[config.mk]
export PLATFORM = sky130hd
export DESIGN_NAME = alu_operand_stage
export DESIGN_NICKNAME = d
export VERILOG_FILES = /design/src/rtl/riscv_pkg.sv /design/src/rtl/alu_operand_stage_fwd_mux.sv /design/src/rtl/alu_operand_stage.sv
export SDC_FILE = /design/constraint.sdc
export NUM_CORES = 1
export LEC_CHECK = 0
export ABC_CLOCK_PERIOD_IN_PS = 1700
export CORE_MARGIN = 2
export CORE_UTILIZATION = 36
export CTS_BUF_LIST = sky130_fd_sc_hd__clkbuf_8
export DETAILED_ROUTE_END_ITERATION = 10
export PLACE_DENSITY = 0.8
export SYNTH_ARGS = -nofsm -noshare
export SYNTH_HDL_FRONTEND = slang
export SYNTH_SLANG_ARGS = --single-unit
export TNS_END_PERCENT = 5
[constraint.sdc]
create_clock -name clk -period 1.7 [get_ports clk]
set_input_delay 0.34 -clock clk [delete_from_list [all_inputs] [get_ports clk]]
set_output_delay 0.34 -clock clk [all_outputs]
set_load 0.05 [all_outputs]
[src/rtl/riscv_pkg.sv]
// Shared RISC-V core definitions: default datapath/register-address widths and ALU op codes.
package riscv_pkg;

  localparam int DEF_XLEN   = 32;
  localparam int DEF_REG_AW = 5;

  localparam logic [3:0] ALU_AND = 4'b0000;
  localparam logic [3:0] ALU_OR  = 4'b0001;
  localparam logic [3:0] ALU_ADD = 4'b0010;
  localparam logic [3:0] ALU_LUI = 4'b0011;
  localparam logic [3:0] ALU_SUB = 4'b0110;
  localparam logic [3:0] ALU_SLT = 4'b0111;
  localparam logic [3:0] ALU_NOR = 4'b1100;

endpackage : riscv_pkg

[src/rtl/alu_operand_stage_fwd_mux.sv]
// Operand forwarding select: EX/MEM result over write-back data over register file, x0 never forwarded.
module fwd_mux
  import riscv_pkg::*;
#(
  parameter int XLEN   = DEF_XLEN,
  parameter int REG_AW = DEF_REG_AW
) (
  input  logic [REG_AW-1:0] rs,
  input  logic [XLEN-1:0]   rf_data,
  input  logic              exm_we,
  input  logic [REG_AW-1:0] exm_rd,
  input  logic [XLEN-1:0]   exm_result,
  input  logic              wb_we,
  input  logic [REG_AW-1:0] wb_rd,
  input  logic [XLEN-1:0]   wb_data,
  output logic [XLEN-1:0]   data
);

  always_comb begin
    // NOTE: assign a default before any branch so no path leaves data unassigned (no latch).
    data = rf_data;
    if (rs != '0) begin
      if (exm_we && (exm_rd == rs)) begin
        data = exm_result;
      end else if (wb_we && (wb_rd == rs)) begin
        data = wb_data;
      end
    end
  end

endmodule : fwd_mux

[src/rtl/alu_operand_stage.sv]
// Decode->execute operand register feeding the ALU, with RAW forwarding and immediate select.
// Optional write-back snooping of held operands is enabled by defining ALU_OPSTAGE_SNOOP_EN.
module alu_operand_stage
  import riscv_pkg::*;
#(
  parameter int XLEN   = DEF_XLEN,
  parameter int REG_AW = DEF_REG_AW
) (
  input  logic              clk,
  input  logic              rst_n,
  input  logic              flush,
  input  logic              in_valid,
  output logic              in_ready,
  input  logic [REG_AW-1:0] in_rs1,
  input  logic [REG_AW-1:0] in_rs2,
  input  logic [XLEN-1:0]   in_rs1_data,
  input  logic [XLEN-1:0]   in_rs2_data,
  input  logic [XLEN-1:0]   in_imm,
  input  logic              in_use_imm,
  input  logic [3:0]        in_alu_sel,
  input  logic [REG_AW-1:0] in_rd,
  input  logic              in_reg_write,
  input  logic              exm_we,
  input  logic [REG_AW-1:0] exm_rd,
  input  logic [XLEN-1:0]   exm_result,
  input  logic              wb_we,
  input  logic [REG_AW-1:0] wb_rd,
  input  logic [XLEN-1:0]   wb_data,
  output logic              out_valid,
  input  logic              out_ready,
  output logic [XLEN-1:0]   reg1,
  output logic [XLEN-1:0]   reg2,
  output logic [3:0]        alu_sel,
  output logic [REG_AW-1:0] out_rd,
  output logic              out_reg_write
);

  logic            capture;
  logic [XLEN-1:0] rs1_fwd;
  logic [XLEN-1:0] rs2_fwd;
  logic [XLEN-1:0] op2_next;

  // Ready is independent of flush so upstream handshake timing never depends on redirects.
  assign in_ready = ~out_valid | out_ready;
  assign capture  = in_valid & in_ready & ~flush;

  fwd_mux #(.XLEN(XLEN), .REG_AW(REG_AW)) u_fwd_rs1 (
    .rs         (in_rs1),
    .rf_data    (in_rs1_data),
    .exm_we     (exm_we),
    .exm_rd     (exm_rd),
    .exm_result (exm_result),
    .wb_we      (wb_we),
    .wb_rd      (wb_rd),
    .wb_data    (wb_data),
    .data       (rs1_fwd)
  );

  fwd_mux #(.XLEN(XLEN), .REG_AW(REG_AW)) u_fwd_rs2 (
    .rs         (in_rs2),
    .rf_data    (in_rs2_data),
    .exm_we     (exm_we),
    .exm_rd     (exm_rd),
    .exm_result (exm_result),
    .wb_we      (wb_we),
    .wb_rd      (wb_rd),
    .wb_data    (wb_data),
    .data       (rs2_fwd)
  );

  assign op2_next = in_use_imm ? in_imm : rs2_fwd;

`ifdef ALU_OPSTAGE_SNOOP_EN
  logic [REG_AW-1:0] held_rs1;
  logic [REG_AW-1:0] held_rs2;
  logic              held_use_imm;
  logic              hold;
  logic              wb_live;
  logic              snoop_rs1;
  logic              snoop_rs2;

  assign hold      = out_valid & ~out_ready & ~flush;
  assign wb_live   = wb_we & (wb_rd != '0);
  assign snoop_rs1 = hold & wb_live & (wb_rd == held_rs1);
  assign snoop_rs2 = hold & wb_live & (wb_rd == held_rs2) & ~held_use_imm;

  always_ff @(posedge clk or negedge rst_n) begin
    if (!rst_n) begin
      held_rs1     <= '0;
      held_rs2     <= '0;
      held_use_imm <= 1'b0;
    end else if (capture) begin
      held_rs1     <= in_rs1;
      held_rs2     <= in_rs2;
      held_use_imm <= in_use_imm;
    end
  end
`endif

  // NOTE: sequential state uses non-blocking assignments so every register samples pre-edge values.
  always_ff @(posedge clk or negedge rst_n) begin
    if (!rst_n) begin
      out_valid     <= 1'b0;
      reg1          <= '0;
      reg2          <= '0;
      alu_sel       <= ALU_AND;
      out_rd        <= '0;
      out_reg_write <= 1'b0;
    end else if (flush) begin
      out_valid     <= 1'b0;
      out_reg_write <= 1'b0;
    end else if (capture) begin
      out_valid     <= 1'b1;
      reg1          <= rs1_fwd;
      reg2          <= op2_next;
      alu_sel       <= in_alu_sel;
      out_rd        <= in_rd;
      out_reg_write <= in_reg_write;
    end else if (out_ready) begin
      out_valid     <= 1'b0;
      out_reg_write <= 1'b0;
    end
`ifdef ALU_OPSTAGE_SNOOP_EN
    else begin
      if (snoop_rs1) reg1 <= wb_data;
      if (snoop_rs2) reg2 <= wb_data;
    end
`endif
  end

endmodule : alu_operand_stage

==> flow_summary_export.csv <==
group,metric,value,unit
die,pin_count,274,
final_layout,layout_common_cells,"clkdlybuf4s50_1 (175), buf_4 (112), nand2_1 (98)",
die,coreArea,0.0128,mm^2
worst_hold_path,hold_class,"input pin to flip-flop",
timing,hold_viol_final,0,
timing,rsz0062_at_grt,"yes",
clock_network,cts_buffers,9,
die,fp.dieW,119,um
worst_setup_path,cp-start-kind,"input pin",
power,powerDensity,797,mW/mm^2
clock_network,tritoncts,"yes",
worst_setup_path,worstPathMaxFanout,5,
synthesis,synth.avg_cell_area,8.27,um^2
clock_network,cts_num_sinks,75,
global_route,grt-ovfl-total,0,
drt,antenna_left,0,
synthesis,synth_top_family_by_area,"compound AO/OA/AOI/OAI gates",
worst_setup_path,worstSetupPathType,"input pin to flip-flop",
run_status,status,"finished with violations",
worst_setup_path,worstPathCellList,"buf_6, xor2_1, nor4_2, buf_4, and3_4, buf_4, buf_6, nand2_1, a311o_1, a31oi_1",
clock_network,clk_pin_slew_worst_paths,0.09,ns
synthesis,synth-adder-area-share,0,%
worst_setup_path,reg2reg_setup_slack,0.05,ns
final_layout,layout_commonest_cell,"clkdlybuf4s50_1",
timing,max_freq,559,MHz
final_layout,multiInputGateArea,0.00291,mm^2
synthesis,yosysUniqueCellTypes,31,
final_layout,areaGrowthSynthToFinish,85.5,%
timing,worstMarginPinSlew,0.447,ns
timing,worst_slack,-0.0895,ns
synthesis,ys_ff_latch,75,
timing,period_share,105,%
synthesis,yosysSeqAreaShare,39.5,%
global_route,grt.total_usage,31.2,%
timing,relSlewSlack,70.1,%
placement,gp_congestion,0.881,
timing,hold_slack,0.309,ns
final_layout,utilization,68.9,%
final_layout,fillCellCount,985,
worst_hold_path,whs_path_depth,4,
synthesis,muxShareOfSynthArea,2.53,%
timing,skew,0.00847,ns
global_route,grt_pass1_vias,6550,
power,leakage,3.68,nW
worst_hold_path,hold_end,"out_reg_write",
final_layout,nets,1082,
synthesis,syn_nets,772,
worst_setup_path,crit_path_end_kind,"flip-flop",
drt,drc,0,
worst_setup_path,worstPathArrival,2.07,ns
worst_setup_path,cpMaxStageDelayCell,"a311o_1",
synthesis,syn_area,0.00475,mm^2
worst_setup_path,critPathRequiredTime,1.98,ns
drt,via_per_inst,5.90,
final_layout,seqCellArea,0.00188,mm^2
worst_setup_path,reg2reg_depth,9,
synthesis,synth_compound_area_share,25.5,%
placement,place_ws,-1.13,ns
drt,num_vias,6263,
clock_network,root_buffer,"clkbuf_8",
global_route,antenna_found_initial,1,
worst_setup_path,cp_slowest_stage_delay,0.32,ns
drt,drt_wl_total,23100,um
final_layout,drive_gt1_share,29.5,%
power,ir_drop,442,uV
timing,finalSetupViolCount,33,
synthesis,synth_simple_gate_area_share,24.0,%
synthesis,synth_xor_area_share,3.69,%
worst_setup_path,r2r_end,"reg1[9]",
global_route,grt_pass1_wl,34500,um
clock_network,h-tree-depth,3,
timing,finalCriticalPeriod,1.79,ns
worst_hold_path,hold_start,"out_ready",
placement,port_buffers,273,
drt,dr.pass1.iters,6,
run,cap_violations,0,
drt,drt_iter0_drc,591,
drt,wl_per_cell,21.7,um
die,num_rows,41,
run_status,violations,"setup timing",
die,die_y,119,um
placement,hpwl,14800,um
timing,drv_slew,0,
synthesis,synth_warnings,0,
die,die-area,0.0141,mm^2
clock_network,insertion_delay,0.36,ns
worst_setup_path,rr_startpoint,"out_valid",
die,start_util,37.2,%
global_route,grt_max_degree,58,
clock_network,clk_path_buf_depth,2,
synthesis,synth_cells,574,
metal layers:
metal,GRT usage (%),vias to the layer above,part of all wire (%)
met5,0,-,0
met4,13.5,0,3.4
met3,7.71,72,10
met2,54.1,473,49
met1,36.7,2994,37
li1,-,2724,-
through the flow:
stage | setup TNS (ns) | cell area, um^2 | power, mW | std cells
5_1_grt | -3.06 | 8810 | 7.24 | 1062
3_5_place_dp | -57.13 | 7760 | 5.22 | 1010
2_1_floorplan | -1.15 | 4850 | 3.90 | 574
6_report | -1.15 | 8810 | 7.02 | 1062
3_3_place_gp | -52.34 | 7760 | 5.17 | 1010
4_1_cts | -0.116 | 8650 | 6.97 | 1056
flip-flops by register name, summed over array words and instances (netlist names):
| name | cells |
|---|---|
| reg1 | 32 |
| out_valid | 1 |
| reg2 | 32 |
| alu_sel | 4 |
| out_reg_write | 1 |
| out_rd | 5 |
power breakdown:
part,leakage [nW],internal [mW],switching (mW)
clock,0.106,0.837,0.773
combinational,2.74,1.30,1.83
sequential,0.839,2.08,0.198
total,3.68,4.22,2.80
synth_stat cells, drive strengths merged:
cell | count | share of area, %
a211o | 12 | 2.2
dfrtp | 75 | 40
nor2 | 69 | 5.5
xnor2 | 4 | 0.74
nand2 | 101 | 8.0
nand3b | 32 | 5.1
or2 | 1 | 0.13
nand2b | 1 | 0.13
or4 | 2 | 0.32
nor3 | 32 | 3.4
o211ai | 1 | 0.16
a21oi | 2 | 0.21
a311o | 20 | 4.2
xor2 | 16 | 3.0
o21ai | 64 | 6.7
a31oi | 32 | 4.2
mux2i | 12 | 2.5
o221a | 32 | 7.6
and3 | 2 | 0.26
clkbuf | 38 | 3.0
a21o | 1 | 0.16
inv | 2 | 0.16
nor4 | 4 | 0.66
buf | 14 | 1.6
nand3 | 5 | 0.53
logic make-up after synthesis:
family	count (synthesis)
AOI/OAI and AO/OA	164
and+or+nand+nor	249
muxes	12
DFF	75
xor gates and xnor gates	20
buffers and inverters	54
worst max path at each step:
| stage | cells after the start | endpoint | from | slack, ns |
|---|---|---|---|---|
| floorplan | 7 | reg2[31] | wb_rd[0] | -0.03 |
| global placement | 7 | reg1[13] | out_ready | -0.99 |
| detailed placement | 7 | reg1[16] | out_ready | -1.13 |
| CTS | 10 | reg2[17] | in_rs2[2] | -0.06 |
| global route | 11 | reg2[29] | in_rs2[0] | -0.14 |
| finish | 10 | reg2[31] | in_rs2[2] | -0.09 |
final cells by class:
cell class                 instances  area share (%)
antenna                            1          0.0284
clock buffer                       9            1.41
clock inverter                     7            1.15
inverter                           2          0.0852
multi-input combinational        446            33.0
sequential                        75            21.3
tap                              172            2.44
timing repair buffer             350            40.5
what timing repair did:
action,CTS,global route
endpoints found under the setup margin,64,64
gates cloned,11,2
hold buffers,1,0
setup buffers,18,5
pin swaps,46,15
resized for setup,148,22
hold endpoints to repair,27,0
worst max-delay path: cells and delay by family:
family / cells / cell delay [ns]
xor+xnor: 1 / 0.16
compound gates: 2 / 0.50
simple gates: 3 / 0.57
buf+inv: 4 / 0.50
No activity file was read; power rests on OpenSTA's default activity.
